<file path="src/rtl/pipe_stage_reg_pkg.sv">
`default_nettype none
// ============================================================================
//  Module      : pipe_stage_reg_pkg
//  Description : Shared CPU pipeline definitions. Holds the stage-register
//                state encoding and occupancy width so that the IF_ID, ID_EX,
//                EX_MEM and MEM_WB instances all agree on them.
//                Contents:
//                  OCC_W         - width of the occupancy count (0..2)
//                  stage_state_e - EMPTY / FULL / SKIDDED
//                  occ_of()      - state -> occupancy count
//  Revision    : 1.0 - initial release
// ============================================================================
package pipe_stage_reg_pkg;

    localparam int OCC_W = 2;

    typedef enum logic [1:0] {
        ST_EMPTY   = 2'd0,   // no entries held
        ST_FULL    = 2'd1,   // main entry only
        ST_SKIDDED = 2'd2    // main + skid entry
    } stage_state_e;

    function automatic logic [OCC_W-1:0] occ_of(input stage_state_e s);
        logic [OCC_W-1:0] n;
        case (s)
            ST_FULL:    n = 2'd1;
            ST_SKIDDED: n = 2'd2;
            default:    n = 2'd0;
        endcase
        return n;
    endfunction

endpackage
`default_nettype wire

</file>
<file path="src/rtl/pipe_stage_reg_slot.sv">
`default_nettype none
// ============================================================================
//  Module      : pipe_slot
//  Description : One pipeline entry register (datapath + control payload)
//                with synchronous load and clear.
//                Ports:
//                  clk     - clock, rising edge
//                  reset   - synchronous, active-low; zeroes the entry
//                  clear_i - zero the entry (has priority over load)
//                  load_i  - capture d_i
//                  d_i     - incoming payload
//                  q_o     - held payload
//  Revision    : 1.0 - initial release
// ============================================================================
module pipe_slot #(
    parameter int W = 35
) (
    input  logic         clk,
    input  logic         reset,
    input  logic         clear_i,
    input  logic         load_i,
    input  logic [W-1:0] d_i,
    output logic [W-1:0] q_o
);

    logic [W-1:0] data_q;

    always_ff @(posedge clk) begin
        if (!reset) begin
            data_q <= '0;
        end else if (clear_i) begin
            data_q <= '0;
        end else if (load_i) begin
            data_q <= d_i;
        end
    end

    assign q_o = data_q;

endmodule
`default_nettype wire

</file>
<file path="src/rtl/pipe_stage_reg.sv">
`default_nettype none
// ============================================================================
//  Module      : pipe_stage_reg
//  Description : Valid/ready pipeline stage register carrying a datapath and
//                a control payload. SKID=1 builds a two-entry skid stage with
//                a registered in_ready; SKID=0 builds a single-entry stage
//                whose in_ready is combinational from out_ready. One cycle
//                latency, one entry per cycle throughput, strict FIFO order.
//                Ports:
//                  clk, reset (sync, active-low), flush (squash all entries)
//                  in_valid / in_ready / in_data / in_ctrl    - upstream
//                  out_valid / out_ready / out_data / out_ctrl - downstream
//                  occupancy - entries held (0..2)
//  Revision    : 1.0 - initial release
// ============================================================================
module pipe_stage_reg
    import pipe_stage_reg_pkg::*;
#(
    parameter int DATA_W = 32,
    parameter int CTRL_W = 3,
    parameter int SKID   = 1
) (
    input  logic              clk,
    input  logic              reset,
    input  logic              flush,
    input  logic              in_valid,
    output logic              in_ready,
    input  logic [DATA_W-1:0] in_data,
    input  logic [CTRL_W-1:0] in_ctrl,
    output logic              out_valid,
    input  logic              out_ready,
    output logic [DATA_W-1:0] out_data,
    output logic [CTRL_W-1:0] out_ctrl,
    output logic [OCC_W-1:0]  occupancy
);

    localparam int SLOT_W = DATA_W + CTRL_W;

    stage_state_e      state_q;
    stage_state_e      state_d;
    logic              in_xfer;
    logic              out_xfer;
    logic [SLOT_W-1:0] in_payload;
    logic [SLOT_W-1:0] main_d;
    logic [SLOT_W-1:0] main_q;
    logic [SLOT_W-1:0] skid_q;
    logic              main_load;
    logic              main_clear;

    // A flushed input is dropped even though in_ready may be high.
    assign in_xfer    = in_valid & in_ready & ~flush;
    assign out_xfer   = out_valid & out_ready;
    assign in_payload = {in_ctrl, in_data};

    // ------------------------------------------------------------------
    // Control FSM
    // ------------------------------------------------------------------
    always_comb begin
        state_d = state_q;
        if (flush) begin
            state_d = ST_EMPTY;
        end else begin
            case (state_q)
                ST_EMPTY: begin
                    if (in_xfer) state_d = ST_FULL;
                end
                ST_FULL: begin
                    if (out_xfer && !in_xfer) begin
                        state_d = ST_EMPTY;
                    end else if (!out_xfer && in_xfer && (SKID != 0)) begin
                        state_d = ST_SKIDDED;
                    end
                end
                ST_SKIDDED: begin
                    if (out_xfer) state_d = ST_FULL;
                end
                default: state_d = ST_EMPTY;
            endcase
        end
    end

    always_ff @(posedge clk) begin
        if (!reset) begin
            state_q <= ST_EMPTY;
        end else begin
            state_q <= state_d;
        end
    end

    // ------------------------------------------------------------------
    // Main entry: refilled from the skid entry when draining SKIDDED,
    // otherwise from the input. Cleared when it leaves without a successor
    // so that an idle stage holds no stale payload.
    // ------------------------------------------------------------------
    assign main_d    = (state_q == ST_SKIDDED) ? skid_q : in_payload;
    assign main_load = ((state_q == ST_EMPTY)   && in_xfer)
                     | ((state_q == ST_FULL)    && in_xfer && out_xfer)
                     | ((state_q == ST_SKIDDED) && out_xfer);
    assign main_clear = flush | ((state_q == ST_FULL) && out_xfer && !in_xfer);

    pipe_slot #(
        .W (SLOT_W)
    ) u_main (
        .clk     (clk),
        .reset   (reset),
        .clear_i (main_clear),
        .load_i  (main_load),
        .d_i     (main_d),
        .q_o     (main_q)
    );

    generate
        if (SKID != 0) begin : g_skid
            logic skid_load;
            logic skid_clear;
            logic in_ready_q;

            assign skid_load  = (state_q == ST_FULL) && in_xfer && !out_xfer;
            assign skid_clear = flush | ((state_q == ST_SKIDDED) && out_xfer);

            pipe_slot #(
                .W (SLOT_W)
            ) u_skid (
                .clk     (clk),
                .reset   (reset),
                .clear_i (skid_clear),
                .load_i  (skid_load),
                .d_i     (in_payload),
                .q_o     (skid_q)
            );

            // Registered from the next state: no path from out_ready. Held
            // low through reset so nothing is accepted until one clean edge.
            always_ff @(posedge clk) begin
                if (!reset) begin
                    in_ready_q <= 1'b0;
                end else begin
                    in_ready_q <= (state_d != ST_SKIDDED);
                end
            end

            assign in_ready = in_ready_q;
        end else begin : g_noskid
            assign skid_q   = '0;
            assign in_ready = (state_q == ST_EMPTY) | out_ready;
        end
    endgenerate

    // ------------------------------------------------------------------
    // Outputs: a bubble presents all-zero payload downstream.
    // ------------------------------------------------------------------
    assign out_valid = (state_q != ST_EMPTY);
    assign out_data  = out_valid ? main_q[DATA_W-1:0]      : '0;
    assign out_ctrl  = out_valid ? main_q[SLOT_W-1:DATA_W] : '0;
    assign occupancy = occ_of(state_q);

endmodule
`default_nettype wire

</file>
<file path="config.mk">
export PLATFORM = sky130hd
export DESIGN_NAME = pipe_stage_reg
export DESIGN_NICKNAME = d
export VERILOG_FILES = /design/src/rtl/pipe_stage_reg_pkg.sv /design/src/rtl/pipe_stage_reg_slot.sv /design/src/rtl/pipe_stage_reg.sv
export SDC_FILE = /design/constraint.sdc
export NUM_CORES = 1
export LEC_CHECK = 0
export ABC_AREA = 1
export BUFFER_PORTS_ARGS = -buffer_cell sky130_fd_sc_hd__buf_2
export CAP_MARGIN = 20
export CORE_ASPECT_RATIO = 1.25
export CORE_MARGIN = 2
export CORE_UTILIZATION = 45
export DETAILED_ROUTE_END_ITERATION = 16
export PLACE_DENSITY_LB_ADDON = 0.1
export SLEW_MARGIN = 25
export SYNTH_ARGS = -nofsm -noshare
export SYNTH_HDL_FRONTEND = slang
export SYNTH_HIERARCHICAL = 1
export SYNTH_SLANG_ARGS = --single-unit
export TNS_END_PERCENT = 1
</file>
<file path="constraint.sdc">
create_clock -name clk -period 1.8 [get_ports clk]
set_input_delay 0.27 -clock clk [delete_from_list [all_inputs] [get_ports clk]]
set_output_delay 0.27 -clock clk [all_outputs]
set_load 0.05 [all_outputs]
</file>
==> out/metrics.cfg, run 1 <==
[drt]
wl_met2_um = 3960
met3_length_um = 336
drtPass1Iterations = 13
wl_um = 8340
wl_met1_um = 3880
avgRoutedWirePerCell_um = 11.9
dr.max_layer_used = met4
routed_via_density = 4.69
drc = 4
drtIter0Drc = 155
drtAntennaViolNets = 0
num_vias = 3281

[critical_path]
ff2ff_setup_slack_ps = 140
end_kind = output pin
arrival_ps = 1500
crit_type = reg2out
crit_required_ps = 1530
start_kind = flip-flop
cp_max_fo = 14

[die]
io_pins = 79
rows = 37
dieWidth_um = 85.8
core_um2 = 8190
initial_core_util_pct = 45.9
fp.dieH_um = 106
die-area_um2 = 9120

[synth]
synthTopCellsByArea = dfxtp_1 (39%), nand2_1 (21%), a21oi_2 (9.3%)
synth_adder_area_share_pct = 0
ys_async_sr_fraction_pct = 0
synth_xor_xnor_area_share_pct = 0
synthDominantCellAreaShare_pct = 38.8
syn_inst = 526
synth_area_um2 = 3760
yosysTopAreaCell = dfxtp_1
synth_top_family_by_area = simple AND/OR/NAND/NOR gates
ys_top_cells_by_count = nand2_1 (211), dfxtp_1 (73), nand2_2 (44), nor2_1 (44), inv_1 (41)
avgSynthCellArea_um2 = 7.16
synth-seq-area-share_pct = 38.8
synth_top_flop_cell = dfxtp_1
synth.most_common_cell = nand2_1
synth-edff-count = 0
muxShareOfSynthArea_pct = 0
synth_seq_cells = 73
ys_types = 19
yosys_warnings = 6
synth_nets = 566
synthSimpleGateAreaFrac_pct = 33.8
synth-compound-area-share_pct = 13.9

[grt]
grt_usage_pct = 19.6
grt_pass1_vias = 3100
overflow = 0
grt_max_degree = 37
antenna_found_initial = 0
grt_pass1_wl_um = 14200

[sta]
max-slew-margin-rel_pct = 54.2
worst_slew_pin_slew_ps = 687
finalSetupTns_ps = 0
min_period_over_period_pct = 98.1
holdWs_ps = 172
rsz0062_at_grt = no
setup_viol_count_final = 0
fmax_mhz = 566
fin_skew_ps = 8.78
final_max_slew_viol_count = 0
min_period_ps = 1770
finalHoldViolCount = 0

[place]
port-buffer-count = 78
hpwlAfterDp_um = 5480
gp_congestion = 0.780
placed_cell_area_um2 = 4110

[run_status]
violations = DRC
status = complete, but fails checks

[clock_tree]
cts.sinks = 73
htree_levels = 3
post_cts.repair.setup_buffers = 0
cts_buffers = 9
cts_tree = built
clk_latency_ps = 350
cts_max_path_buffers = 2
root_buffer = clkbuf_8
hold_buffers = 0
cts.reportedPaths.clkPinSlew_ps = 70

[cells_and_area]
area_growth_pct = 14.6
fillers = 852
nets = 638
drive_gt1_share_pct = 33.3
antenna_cells = 0
stdcell_area_um2 = 4310

[power]
p_leak_nw = 1.70
power.density_nw_per_um2 = 723
ir_drop_v = 0.000336

[job]
max_cap_viol_count = 0

[worst_hold_path]
hp-class = in2reg

per-layer routing:
metal	global-route usage (%)	up-vias
li1	-	1744
met1	24.2	1448
met2	32.9	74
met3	3.73	15
met4	8.39	0
met5	0	-
what timing repair did:
item,in CTS,in global routing
gates resized for setup,2,4
pin swaps,0,0
endpoints found under the setup margin,2,31
final timing paths:
kind | from | end | cells past startpoint
min | in_data[4] | g_skid.u_skid/q_o[4] | 3
min reg2reg | u_main/q_o[4] | u_main/q_o[4] | 2
max reg2reg | state_q[1] | u_main/q_o[18] | 6
max | state_q[0] | out_ctrl[2] | 5
worst max-delay path: stages, from the launching register on:
cell and delay [ps]:
dfxtp_1 350, buf_4 140, nor2_4 40, buf_4 180
nor2_1 140, buf_2 290
cells by family (layout without fill, tap and decap cells):
kind of cell	after synthesis	after routing
AO/OA/AOI/OAI	74	74
AND/OR/NAND/NOR	304	304
buffers and inverters	75	152
flip-flops	73	73
state kept, by name, indices dropped and copies added, names as in the netlist:
| signal | cells |
|---|---|
| u_main/q_o | 35 |
| state_q | 2 |
| in_ready | 1 |
| g_skid.u_skid/q_o | 35 |
area by class of cell:
| type | count | area [um2] | area share, % |
|---|---|---|---|
| timing repair buffer | 91 | 539 | 12.5 |
| multi-input combinational | 378 | 1820 | 42.2 |
| tap | 97 | 121 | 2.81 |
| clock buffer | 10 | 128 | 2.96 |
| clock inverter | 6 | 58.8 | 1.36 |
| sequential | 73 | 1460 | 33.9 |
| inverter | 45 | 184 | 4.26 |
layout by cell type (no fill, tap or decap), drive strengths merged:
master	Yosys	layout
inv	45	45
bufinv	0	1
o21ai	2	2
nor2	46	46
o211ai	1	1
clkinv	0	5
buf	26	89
clkbuf	4	12
dfxtp	73	73
a21oi	71	71
nand3	2	2
nand2	256	256
per-stage QoR:
step                      std cells  setup slack (ps)  total power (W)  utilization, %
after floorplan                 526              41.7          0.00183               -
after global placement          684               143          0.00191            50.2
after detailed placement        684              79.7          0.00191            50.2
after CTS                       700              9.03          0.00316            52.5
after global routing            700             0.250          0.00326            52.6
final                           700              34.5          0.00312            52.6
where the power goes:
part	total [W]	leakage, nW	switching [W]	internal, W
registers	0.00163	0.590	0.00000774	0.00163
logic	0.000240	1.01	0.000153	0.0000862
clock network	0.00125	0.0998	0.000614	0.000633
Power figures use the tool's default switching activity.
==> run 2: changes to the inputs <==
--- a/config.mk
+++ b/config.mk
@@ -5,7 +5,6 @@
 export SDC_FILE = /design/constraint.sdc
 export NUM_CORES = 1
 export LEC_CHECK = 0
-export ABC_AREA = 1
 export BUFFER_PORTS_ARGS = -buffer_cell sky130_fd_sc_hd__buf_2
 export CAP_MARGIN = 20
 export CORE_ASPECT_RATIO = 1.25
==> run 2 against run 1 <==
The flow now finishes without violations; sequential power about the same; first-iteration DRC count decreased by 35%; clock skew decreased by 2.8 ps; wire length decreased by 10%; register-to-register slack got worse by 30 ps; final cell count decreased by 27%; setup slack improved by 4.5 ps; sequential share of layout area about the same; synthesized cell count decreased by 37%; synthesized area decreased by 8.2%; largest cell class unchanged; largest power group unchanged.
==> out/metrics.cfg, run 2 <==
[run_status]
status = complete, no violations

[sta]
rsz0062_at_grt = yes
fmax_mhz = 568  ; +0.26%
min_period_over_period_pct = 97.8  ; -0.25 points
min_period_ps = 1760  ; -4.50 ps
final_max_slew_viol_count = 0  ; unchanged
worst_slew_pin_slew_ps = 337  ; -350 ps
holdWs_ps = 171  ; -1.62 ps
finalSetupTns_ps = 0  ; unchanged
finalHoldViolCount = 0  ; unchanged
fin_skew_ps = 5.94  ; -2.84 ps
setup_viol_count_final = 0  ; unchanged
max-slew-margin-rel_pct = 77.4  ; +23 points

[power]
p_leak_nw = 1.78  ; +4.9%
power.density_nw_per_um2 = 808  ; +12%
p_total_w = 0.00350  ; +12%
ir_drop_v = 0.000557  ; +66%

[place]
gp_congestion = 0.727  ; -6.9%
hpwlAfterDp_um = 4610  ; -16%
placed_cell_area_um2 = 3860  ; -6.1%
port-buffer-count = 78  ; unchanged

[synth]
ys_async_sr_fraction_pct = 0  ; unchanged
yosysTopAreaCell = dfxtp_1
synthDominantCellAreaShare_pct = 42.3  ; +3.5 points
ys_types = 24  ; +5
avgSynthCellArea_um2 = 10.4  ; +45%
yosys_warnings = 6  ; unchanged
synth_adder_area_share_pct = 0  ; unchanged
ys_top_cells_by_count = dfxtp_1 (73), nor2_1 (72), mux2i_1 (70)
synthTopCellsByArea = dfxtp_1 (42%), mux2i_1 (20%), mux2_2 (11%)
synth_area_um2 = 3460  ; -8.2%
synthSimpleGateAreaFrac_pct = 17.0  ; -17 points
muxShareOfSynthArea_pct = 31.7  ; +32 points
synth_seq_cells = 73  ; unchanged
synth-edff-count = 0  ; unchanged
synth_nets = 373  ; -34%
synth_top_family_by_area = multiplexers
synth.most_common_cell = dfxtp_1
synth-seq-area-share_pct = 42.3  ; +3.5 points
synth_xor_xnor_area_share_pct = 0  ; unchanged
synth-compound-area-share_pct = 1.59  ; -12 points
syn_inst = 333  ; -37%
synth_top_flop_cell = dfxtp_1

[worst_hold_path]
hold_path_depth = 3  ; unchanged
worst_hold_startpoint = in_data[18]
min_to = g_skid.u_skid/q_o[18]
hp-class = in2reg

[clock_tree]
cts_buffers = 9  ; unchanged
clk_latency_ps = 340  ; about the same
root_buffer = clkbuf_8
cts.sinks = 73  ; unchanged
cts_tree = built
htree_levels = 3  ; unchanged
cts_max_path_buffers = 2  ; unchanged
cts.reportedPaths.clkPinSlew_ps = 80  ; about the same

[die]
dieWidth_um = 82.4  ; -4.0%
die-area_um2 = 8400  ; -7.9%
core_um2 = 7400  ; -9.7%
rows = 35  ; -5.4%
io_pins = 79  ; unchanged
initial_core_util_pct = 46.7  ; +0.75 points
fp.dieH_um = 102  ; -4.0%

[grt]
grt_max_degree = 37  ; unchanged
grt_pass1_wl_um = 11400  ; -20%
antenna_found_initial = 0  ; unchanged
grt_pass1_vias = 2369  ; -24%
grt_usage_pct = 18.0  ; -1.5 points
overflow = 0  ; unchanged

[cells_and_area]
stdcell_area_um2 = 4330  ; +0.41%
fillers = 680  ; -20%
drive_gt1_share_pct = 37.0  ; +3.6 points
layout_common_cells = nor2_1 (71), mux2i_1 (70), dfxtp_1 (70)
nets = 457  ; -28%
area_growth_pct = 25.3
final_common_cell = nor2_1
antenna_cells = 0  ; unchanged

[critical_path]
rr_startpoint = state_q[1]
cp_max_fo = 9  ; -5
start_kind = flip-flop
crit_type = reg2out
reg2reg_depth = 6  ; unchanged
crit_required_ps = 1530  ; about the same
ff2ff_setup_slack_ps = 110  ; -30 ps
arrival_ps = 1490  ; about the same
rr_endpoint = g_skid.u_skid/q_o[4]
end_kind = output pin

[drt]
avgRoutedWirePerCell_um = 14.5  ; +22%
wl_um = 7470  ; -10%
drtIter0Drc = 101  ; -35%
num_vias = 2529  ; -23%
routed_via_density = 4.92  ; +5.0%
drtAntennaViolNets = 0  ; unchanged
drc = 0  ; -4
drtPass1Iterations = 4  ; -9

[job]
max_cap_viol_count = 0  ; unchanged

[run 2: cell count changes in the layout (fill, tap and decap cells not counted), sizes merged, moves of 4 or more]
cell and change:
a21oi -71, buf +6, inv -41, clkinv -4, nand2b +5, and2b +18
mux2 +35, nand2 -253, nor2 +26, nor2b +17, mux2i +70
[run 2: kinds of logic after synthesis]
group	count (synthesis)
simple gates	120
mux	105
flops	73
buf+inv	28
compound gates	7
[run 2: how the worst max path moves through the flow]
stage | startpoint | to | slack [ps] | cells past startpoint
floorplan | state_q[1] | g_skid.u_skid/q_o[10] | -30 | 9
global placement | state_q[0] | g_skid.u_skid/q_o[19] | 130 | 5
detailed placement | state_q[0] | g_skid.u_skid/q_o[19] | 100 | 5
CTS | state_q[0] | out_data[20] | 10 | 4
global route | state_q[1] | out_data[2] | -30 | 4
finish | state_q[1] | out_data[10] | 40 | 4
[run 2: critical path, cell delays in order (launching register included)]
cell	delay [ps]
dfxtp_4	360
nor2_4	250
buf_12	160
and2b_1	170
buf_2	200
[run 2: timing repair]
| item | CTS | global route |
|---|---|---|
| resized for setup | 3 | 55 |
| setup endpoints to repair | 22 | 15 |
| pin swaps | 0 | 1 |
| cloned | 0 | 3 |
| buffers inserted | 0 | 6 |
| hold buffers | 0 | 0 |
[run 2: stage by stage]
step,worst slack [ps],std cells,utilization [%]
3_3_place_gp,130,489,52.2
5_1_grt,-29.2,514,58.5
3_5_place_dp,103,489,52.2
4_1_cts,9.62,505,55.6
6_report,39.0,514,58.5
2_1_floorplan,-30.4,333,-
[run 2: power breakdown]
| part | internal (W) | total, W | switching, W |
|---|---|---|---|
| combinational | 0.000146 | 0.000297 | 0.000151 |
| sequential | 0.00163 | 0.00164 | 0.00000956 |
| clock | 0.000957 | 0.00156 | 0.000606 |
| total | 0.00273 | 0.00350 | 0.000767 |
[run 2: layout make-up]
type / instances / area (um2) / area share [%]
sequential: 73 / 1470 / 33.9
timing repair buffer: 97 / 708 / 16.3
clock buffer: 11 / 141 / 3.26
multi-input combinational: 232 / 1780 / 41.1
clock inverter: 5 / 103 / 2.37
tap: 92 / 115 / 2.66
inverter: 4 / 15.0 / 0.347
[run 2: layer usage]
| layer | vias to the layer above | global-route usage [%] | wire (um) |
|---|---|---|---|
| met2 | 49 | 30.0 | 3650 |
| li1 | 1281 | - | - |
| met5 | - | 0 | 0 |
| met1 | 1189 | 21.6 | 3360 |
| met3 | 10 | 4.06 | 321 |
| met4 | 0 | 8.85 | 136 |
